===== src/rtl/cnn_pkg.sv =====
// Shared stage codes and sequencer state type for the CNN layer datapath.
// Used by the layer sequencer, the layer controller and the host register block.
package cnn_pkg;

  // Stage codes driven on ctrl and echoed back on return_ctrl.
  localparam logic [7:0] ST_IDLE  = 8'd0;
  localparam logic [7:0] ST_IMG   = 8'd1;
  localparam logic [7:0] ST_CONV1 = 8'd2;
  localparam logic [7:0] ST_POOL1 = 8'd3;
  localparam logic [7:0] ST_CONV2 = 8'd4;
  localparam logic [7:0] ST_POOL2 = 8'd5;
  localparam logic [7:0] ST_FC    = 8'd6;

  localparam int unsigned NUM_STAGES = 6;

  typedef enum logic [1:0] {
    StIdle,
    StRun,
    StDone,
    StError
  } seq_state_t;

endpackage


===== src/rtl/cnn_stage_timer.sv =====
// Cycle counter with clear, enable, saturation at all-ones and a limit compare.
// Clear has priority over enable.
module cnn_stage_timer #(
  parameter int unsigned CNT_W = 32
) (
  input  logic             clk,
  input  logic             reset,
  input  logic             clear,
  input  logic             enable,
  input  logic [CNT_W-1:0] limit,
  output logic [CNT_W-1:0] count,
  output logic             at_limit
);

  logic [CNT_W-1:0] count_q, count_d;

  // Next count: clear, else increment while enabled and not saturated.
  always_comb begin
    count_d = count_q;
    if (clear) begin
      count_d = '0;
    end else if (enable && (count_q != {CNT_W{1'b1}})) begin
      count_d = count_q + CNT_W'(1);
    end
  end

  // Count register.
  always_ff @(posedge clk or posedge reset) begin
    if (reset) begin
      count_q <= '0;
    end else begin
      count_q <= count_d;
    end
  end

  assign count    = count_q;
  assign at_limit = (count_q == limit);

endmodule


===== src/rtl/cnn_layer_sequencer.sv =====
// Steps the layer controller's ctrl code through image load, conv1, pool1, conv2,
// pool2 and FC, advancing when return_ctrl echoes the current code.
// Optional per-stage cycle counters are built when CNN_SEQ_PERF_EN is defined.
module cnn_layer_sequencer
  import cnn_pkg::*;
#(
  parameter int unsigned LAST_STAGE     = 6,
  parameter int unsigned TIMEOUT_CYCLES = 32'd1_000_000,
  parameter int unsigned CNT_W          = 32
) (
  input  logic             clk,
  input  logic             reset,
  input  logic             start,
  input  logic             abort,
  input  logic             img_ready,
  input  logic [7:0]       return_ctrl,
`ifdef CNN_SEQ_PERF_EN
  input  logic [2:0]       perf_sel,
  output logic [CNT_W-1:0] perf_count,
`endif
  output logic [7:0]       ctrl,
  output logic             busy,
  output logic             done,
  output logic             error,
  output logic [2:0]       err_stage
);

  localparam logic [7:0]       LastCode     = 8'(LAST_STAGE);
  localparam bit               TimeoutEn    = (TIMEOUT_CYCLES != 0);
  localparam logic [CNT_W-1:0] TimeoutLimit =
      (TIMEOUT_CYCLES == 0) ? '0 : CNT_W'(TIMEOUT_CYCLES - 1);

  seq_state_t state_q, state_d;
  logic [7:0] ctrl_q, ctrl_d;
  logic       busy_q, busy_d;
  logic       done_q, done_d;
  logic       error_q, error_d;
  logic [2:0] err_stage_q, err_stage_d;

  logic             advance;
  logic             stage_timeout;
  logic [CNT_W-1:0] unused_stage_count;

  // Stage 1 additionally waits for the host to finish loading the image.
  // A stale or unexpected echo simply counts as "not done".
  assign advance = (state_q == StRun) && (return_ctrl == ctrl_q) &&
                   ((ctrl_q != ST_IMG) || img_ready);

  cnn_stage_timer #(
    .CNT_W(CNT_W)
  ) u_stage_timer (
    .clk     (clk),
    .reset   (reset),
    .clear   ((state_q != StRun) || advance),
    .enable  (state_q == StRun),
    .limit   (TimeoutLimit),
    .count   (unused_stage_count),
    .at_limit(stage_timeout)
  );

  // Next-state and registered-output decode; abort overrides everything.
  always_comb begin
    state_d     = state_q;
    ctrl_d      = ctrl_q;
    busy_d      = busy_q;
    done_d      = done_q;
    error_d     = error_q;
    err_stage_d = err_stage_q;
    if (abort) begin
      state_d = StIdle;
      ctrl_d  = ST_IDLE;
      busy_d  = 1'b0;
      done_d  = 1'b0;
      error_d = 1'b0;
    end else begin
      unique case (state_q)
        StIdle, StDone, StError: begin
          if (start) begin
            state_d = StRun;
            ctrl_d  = ST_IMG;
            busy_d  = 1'b1;
            done_d  = 1'b0;
            error_d = 1'b0;
          end
        end
        StRun: begin
          if (advance) begin
            if (ctrl_q < LastCode) begin
              ctrl_d = ctrl_q + 8'd1;
            end else begin
              // ctrl stays at the last code so results remain readable.
              state_d = StDone;
              done_d  = 1'b1;
              busy_d  = 1'b0;
            end
          end else if (TimeoutEn && stage_timeout) begin
            state_d     = StError;
            error_d     = 1'b1;
            err_stage_d = ctrl_q[2:0];
            ctrl_d      = ST_IDLE;
            busy_d      = 1'b0;
          end
        end
        default: begin
          state_d = StIdle;
          ctrl_d  = ST_IDLE;
          busy_d  = 1'b0;
        end
      endcase
    end
  end

  // State and output registers; reset forces ctrl to idle immediately.
  always_ff @(posedge clk or posedge reset) begin
    if (reset) begin
      state_q     <= StIdle;
      ctrl_q      <= ST_IDLE;
      busy_q      <= 1'b0;
      done_q      <= 1'b0;
      error_q     <= 1'b0;
      err_stage_q <= 3'd0;
    end else begin
      state_q     <= state_d;
      ctrl_q      <= ctrl_d;
      busy_q      <= busy_d;
      done_q      <= done_d;
      error_q     <= error_d;
      err_stage_q <= err_stage_d;
    end
  end

  assign ctrl      = ctrl_q;
  assign busy      = busy_q;
  assign done      = done_q;
  assign error     = error_q;
  assign err_stage = err_stage_q;

`ifdef CNN_SEQ_PERF_EN
  logic [CNT_W-1:0]      perf_cnt [NUM_STAGES];
  logic [NUM_STAGES-1:0] unused_perf_limit;
  logic                  perf_clear;
  logic [CNT_W-1:0]      perf_count_q, perf_count_d;

  // Counters restart on every accepted start.
  assign perf_clear = start && !abort && (state_q != StRun);

  for (genvar g = 0; g < NUM_STAGES; g++) begin : g_perf
    cnn_stage_timer #(
      .CNT_W(CNT_W)
    ) u_perf_timer (
      .clk     (clk),
      .reset   (reset),
      .clear   (perf_clear),
      .enable  ((state_q == StRun) && (ctrl_q == 8'(g + 1))),
      .limit   ({CNT_W{1'b1}}),
      .count   (perf_cnt[g]),
      .at_limit(unused_perf_limit[g])
    );
  end

  // Readout mux; codes outside 1..6 read as zero.
  always_comb begin
    perf_count_d = '0;
    case (perf_sel)
      3'd1:    perf_count_d = perf_cnt[0];
      3'd2:    perf_count_d = perf_cnt[1];
      3'd3:    perf_count_d = perf_cnt[2];
      3'd4:    perf_count_d = perf_cnt[3];
      3'd5:    perf_count_d = perf_cnt[4];
      3'd6:    perf_count_d = perf_cnt[5];
      default: perf_count_d = '0;
    endcase
  end

  // Registered readout.
  always_ff @(posedge clk or posedge reset) begin
    if (reset) begin
      perf_count_q <= '0;
    end else begin
      perf_count_q <= perf_count_d;
    end
  end

  assign perf_count = perf_count_q;
`endif

endmodule


===== config.mk =====
export PLATFORM = sky130hd
export DESIGN_NAME = cnn_layer_sequencer
export DESIGN_NICKNAME = d
export VERILOG_FILES = /design/src/rtl/cnn_pkg.sv /design/src/rtl/cnn_stage_timer.sv /design/src/rtl/cnn_layer_sequencer.sv
export SDC_FILE = /design/constraint.sdc
export NUM_CORES = 1
export LEC_CHECK = 0
export ABC_AREA = 0
export CAP_MARGIN = 30
export CORE_ASPECT_RATIO = 1.75
export CORE_MARGIN = 3
export CORE_UTILIZATION = 55
export CTS_BUF_LIST = sky130_fd_sc_hd__clkbuf_16
export DETAILED_ROUTE_END_ITERATION = 6
export PLACE_DENSITY = 0.8
export SYNTH_ARGS = -nofsm -noshare
export SYNTH_HDL_FRONTEND = slang
export SYNTH_SLANG_ARGS = --single-unit

===== constraint.sdc =====
create_clock -name clk -period 4.6 [get_ports clk]
set_clock_uncertainty 0.05 [all_clocks]
set_input_delay 1.15 -clock clk [delete_from_list [all_inputs] [get_ports clk]]
set_output_delay 1.15 -clock clk [all_outputs]
set_load 0.05 [all_outputs]

Yosys cells after proc, flatten, opt, wreduce, memory -nomap -nowiden
Index checks and enable logic that the tools add are counted.

word-level totals
  bits in registers = 48
  bits of input ports = 13
  output and inout bits = 14
  logic and storage cells = 70

cells by class
  add/sub/neg operators = 2
  order comparisons = 1
  equality and inequality tests = 16
  muxes and demuxes = 29
  bitwise logic cells = 2
  reduce and logical (&&, ||, !) cells = 13

operators with widths
  cell                                                                          count
  32-bit 2-to-1 mux                                                             2
  8-bit 2-to-1 mux                                                              5
  32-bit by 1-bit adder with 32-bit output, second input constant               1
  32-bit by 20-bit == test with 1-bit output, second input constant             1
  32-bit inequality test, second input constant                                 1
  8-bit case mux with 2 select lines                                            1
  3-bit inequality test, second input constant                                  5
  1-bit 2-to-1 mux                                                              12
  4-bit inequality test, second input constant                                  3
  3-bit AND reduction                                                           4
  2-bit 2-to-1 mux                                                              5
  8-bit by 1-bit adder with 8-bit output, second input constant                 1
  8-bit == test                                                                 1
  8-bit by 3-bit less-than comparator with 1-bit output, second input constant  1
  8-bit by 1-bit inequality test with 1-bit output, second input constant       1
  1-bit case mux with 2 select lines                                            3
  2-bit == test, second input constant                                          2
  2-bit case mux with 2 select lines                                            1
  4-bit AND reduction                                                           1
  1-bit logical AND                                                             3
  3-bit OR reduction                                                            1
  2-bit by 1-bit == test with 1-bit output, second input constant               1
  2-bit logical NOT                                                             1
  1-bit logical OR                                                              2
  3 further kinds                                                               4

Longest topological paths before layout
  depth in word-level cells = 6
  depth in mapped cells = 9
  depth with buffers taken out = 7

Hierarchy
From an unflattened synthesis, not the netlist that was laid out.

second synthesis, totals
  cells, all modules = 326
  area total of the unflattened synthesis = 3006.6 sq um

modules (own cells, without submodules)
  module               times used  cells each  area an instance (sq um)  sequential area each (sq um)
  cnn_stage_timer      1           232         2067.0                    800.8
  cnn_layer_sequencer  1           94          939.7                     400.4

Worst setup path after synthesis
No wires, ideal clock.

  kind = input to register
  start point = input port return_ctrl[6]
  end point = register err_stage_q[0] (netlist: err_stage[0])
  library setup time = 125 ps
  arrival = 2581 ps
  data required time = 4425 ps
  path slack = 1844 ps
  cell stages on the path = 6
  buffers on the path = 1
  cells stage by stage = xor2_1 -> nor4_1 -> and4_1 -> buf_2 -> nand3b_1 -> mux2_2

on the way
  word-level cells in the longest chain between the ends = 5

RTL lines
  what                             line                        RTL
  start: declaration               cnn_layer_sequencer.sv:16   input logic [7:0] return_ctrl,
  8-bit == test                    cnn_layer_sequencer.sv:46   assign advance = (state_q == StRun) && (return_ctrl == ctrl_q) &&
  1-bit logical AND (2 in series)  cnn_layer_sequencer.sv:46
  1-bit NOT (no line)              -
  4-bit AND reduction (no line)    -
  end signal: assignment           cnn_layer_sequencer.sv:128  err_stage_q <= err_stage_d;
  end: declaration                 cnn_layer_sequencer.sv:38   logic [2:0] err_stage_q, err_stage_d;

No other way between the ends.
A chain may end at the register's enable or synchronous reset.

Worst setup path in the final report
  start point = input port return_ctrl[5]
  end point = register u_stage_timer.count_q[2] (netlist: u_stage_timer.count[2])

on the way
  word-level cells in the longest chain between the ends = 5
  elaborated cells on any way between the ends = 6
  those cells by class = eq/ne (1); mux (1); reduce/logical (4)

RTL lines
  what                                                     line                       RTL
  8-bit == test *                                          cnn_layer_sequencer.sv:46
  1-bit logical AND * (2 in series)                        cnn_layer_sequencer.sv:46
  1-bit logical OR *                                       cnn_layer_sequencer.sv:54  .clear ((state_q != StRun) || advance),
  32-bit 2-to-1 mux or 2-bit nonzero test (tied branches)  -
  end signal: assignment                                   cnn_stage_timer.sv:32      count_q <= count_d;
  end: declaration                                         cnn_stage_timer.sv:15      logic [CNT_W-1:0] count_q, count_d;

Mark *: on every way between the ends. The rest lies on a longest branch, timed or not.

==> summary.txt <==
Status
  – Status: finished clean

Drt
  – Iteration-0 DRC Markers: 149
  – Post-DR vias/cell: 6.64
  – First-pass DRT Iterations: 4
  – Routed vias: 2450
  – Post-Route WL: 6760 um
  – Antenna viol nets, final: 0
  – Wire per inst: 18.3 um
  – # DRC: 0

Final layout
  – Antenna fix cells: 0
  – Fillers: 370
  – Area taken by flip-flops and latches: 1200 um^2
  – Design area: 3220 um^2
  – Area occupied by multi-input gates: 1470 um^2
  – Layout area overhead: 16.7%
  – Final design utilization: 67.7%
  – Fin nets: 332
  – Share of cells above drive strength 1: 7.89%

Timing
  – RSZ-0062 raised after global routing: false
  – Final Max Slew Viols: 0
  – Fin crit share: 70.5%
  – Final setup fails: 0
  – Final min period: 3.24 ns
  – FMAX: 308 MHz
  – Final WS setup: 1.36 ns
  – Total negative slack: 0 ns
  – Hold Vio Cnt, Final: 0
  – Worst slew pin tran: 0.606 ns
  – Relative max-transition margin: 59.3%

CTS
  – H-tree depth: 2
  – Cts hold-fix bufs: 0
  – Post-CTS sizing: 0
  – Clock latency on the worst-skew pair: 0.29 ns
  – CTS tree: built
  – Clk buf depth: 2
  – Clock root cell: clkbuf_16
  – Clock transition at path regs: 0.06 ns
  – TritonCTS buffer count: 5
  – Post-CTS setup buffers: 0
  – Clock sink count: 48

Yosys
  – Sequential area share after synthesis: 43.6%
  – Mapped Avg Cell Area: 9.44 um^2
  – Yosys reg bits: 48
  – Count leader, synth: dfrtp_1
  – Top cells by area, synth: dfrtp_1, xor2_1, nor2_1, a21oi_1, xnor2_1
  – Number of synthesized flops with an enable pin: 0
  – Top_reg_cell synth: dfrtp_1
  – Netlist cell types: 51
  – Syn Nets: 308
  – Synth area leader: dfrtp_1
  – Gate Count Post-Synth: 292
  – Async SR Flop Fraction: 100%
  – Mapped Area: 2760 um^2
  – Post-synth top cells: dfrtp_1, nor2_1, a21oi_1
  – Top cell type's share of synthesized area: 43.6%
  – Yosys warning count: 0

Power and ir drop
  – Pwr dens: 297 nW/um^2
  – Switch Pwr: 0.234 mW
  – Pleak: 1.29 nW
  – Peak supply drop: 0.263 mV
  – Comb pwr share: 11.1%
  – Sw Ratio: 24.5%
  – Flop pwr share: 46.5%
  – Clk pwr share: 42.4%
  – Int Pwr: 0.721 mW
  – PnR Total Power: 0.955 mW

Placement
  – Setup WS pre-CTS: 1.04 ns
  – Area post-placement: 3050 um^2
  – Port Buffers: 26
  – Detail Placement HPWL: 4910 um
  – Placer Congestion: 0.930

Global route
  – Largest net degree at the start of global routing: 32
  – Antenna violations before repair: 0
  – Global router's overall resource usage: 25.0%
  – Number of global-route vias before repair: 2520
  – First-pass GRT wire length: 11500 um
  – Grt ovf: 0

Critical path
  – Cell breakdown of the critical path: clkdlybuf4s50_1, xor2_1, nor4_1, and4_1, or2_2, nor2_1
  – Crit-path leading delay family: simple AND/OR/NAND/NOR gates
  – CP required: 4.69 ns
  – Critical path buffers and inverters: 1
  – Arrival @ worst endpoint: 3.34 ns
  – Slowest-stage cell, CP: or2_2
  – Crit. End Element: flip-flop
  – Worst setup path class: primary input to flip-flop
  – Crit path launch type: primary input
  – Critical Path Max Stage Delay: 0.58 ns
  – Max FO, Critical Path: 31

Floorplan
  – Die height: 99.7 um
  – Core Box Area: 4750 um^2
  – Rows: 33
  – Die width: 59.5 um
  – Initial Util: 58.1%
  – Die area: 5930 um^2
  – IO Count: 27

Job
  – MaxCap Viol Count: 0

Min path
  – HP Class: flip-flop to flip-flop
kinds of logic (layout without fill, tap and decap cells):
group                    Yosys count  after routing  share of synthesized area (%)
buffers and inverters             20             45                           3.27
XOR/XNOR                          25             25                           7.94
AO/OA/AOI/OAI                     60             60                           13.8
adder cells (fa/ha/maj)            3              3                           1.36
multiplexers                       4              4                           1.59
AND/OR/NAND/NOR                  132            132                           28.4
flip-flops                        48             48                           43.6
flip-flops by register name, summed over array words and instances, names as in the netlist:
name	flops
state_q	2
ctrl	8
u_stage_timer.count	32
err_stage	3
busy	1
done	1
error	1
worst paths after layout:
path	depth (start not counted)	from	slack, ns	to
hold / removal	1	err_stage[1]	0.46	err_stage[1]
hold reg to reg	1	err_stage[1]	0.46	err_stage[1]
setup reg to reg	6	u_stage_timer.count[0]	2.03	u_stage_timer.count[1]
max in group asynchronous	3	reset	2.87	ctrl[3]
setup / recovery	6	return_ctrl[5]	1.36	u_stage_timer.count[2]
min in group asynchronous	2	reset	1.13	u_stage_timer.count[18]
metal layers:
layer,GRT usage (%),share of wire (%)
met2,45.3,55
met4,12.3,4.3
met1,26.4,37
met5,0,0
met3,4.42,4.4
cell usage in the layout, fill, tap and decap left out, types with 3 or more instances in the layout:
master / netlist / layout
and2_1: 3 / 3
nor3_1: 5 / 5
and4_1: 5 / 5
or4_1: 3 / 3
nand4_1: 13 / 13
dfrtp_1: 48 / 48
o31ai_1: 4 / 4
nand3_1: 13 / 13
nor2_1: 32 / 32
xnor2_1: 10 / 10
mux2_2: 3 / 3
o21ai_1: 8 / 8
or2_2: 4 / 4
o211ai_1: 3 / 3
a21oi_1: 18 / 18
nor4_2: 3 / 3
xor2_1: 15 / 15
inv_1: 9 / 8
clkdlybuf4s50_1: 0 / 26
a21boi_0: 5 / 5
and3_1: 5 / 5
ha_1: 3 / 3
o21ai_0: 3 / 3
nand2_1: 12 / 12
or3_1: 10 / 10
clkbuf_16: 0 / 5
a31oi_1: 9 / 9
nor4_1: 10 / 10
worst register-to-register path: stages, from the launching register on:
cell     delay, ns
dfrtp_1       0.42
ha_1          0.26
nand4_1       0.22
or3_1         0.61
nor3_4        0.58
mux2i_1       0.25
nor2_1        0.05
metrics by stage:
stage,instances,hold slack (ns)
after global routing,369,0.476
after floorplan,292,0.428
after global placement,360,0.439
after CTS,369,0.463
final,369,0.456
after detailed placement,361,0.449
power by group through the flow:
stage / Clock [mW] / Sequential, mW / Combinational, mW
after floorplan: 0 / 0.458 / 0.0661
after global placement: 0 / 0.452 / 0.102
after detailed placement: 0 / 0.452 / 0.107
after CTS: 0.408 / 0.444 / 0.107
after global routing: 0.430 / 0.446 / 0.120
final: 0.405 / 0.445 / 0.106
area by class of cell:
cell class              count  share of cell area (%)
clock buffers               5                    3.89
repair buffers             28                    8.95
inverters                   9                    1.05
well taps                  52                    2.02
flip-flops and latches     48                    37.4
multi-input cells         224                    45.6
clock inverters             3                    1.17
Note: power is estimated with default switching activity, not from simulation.
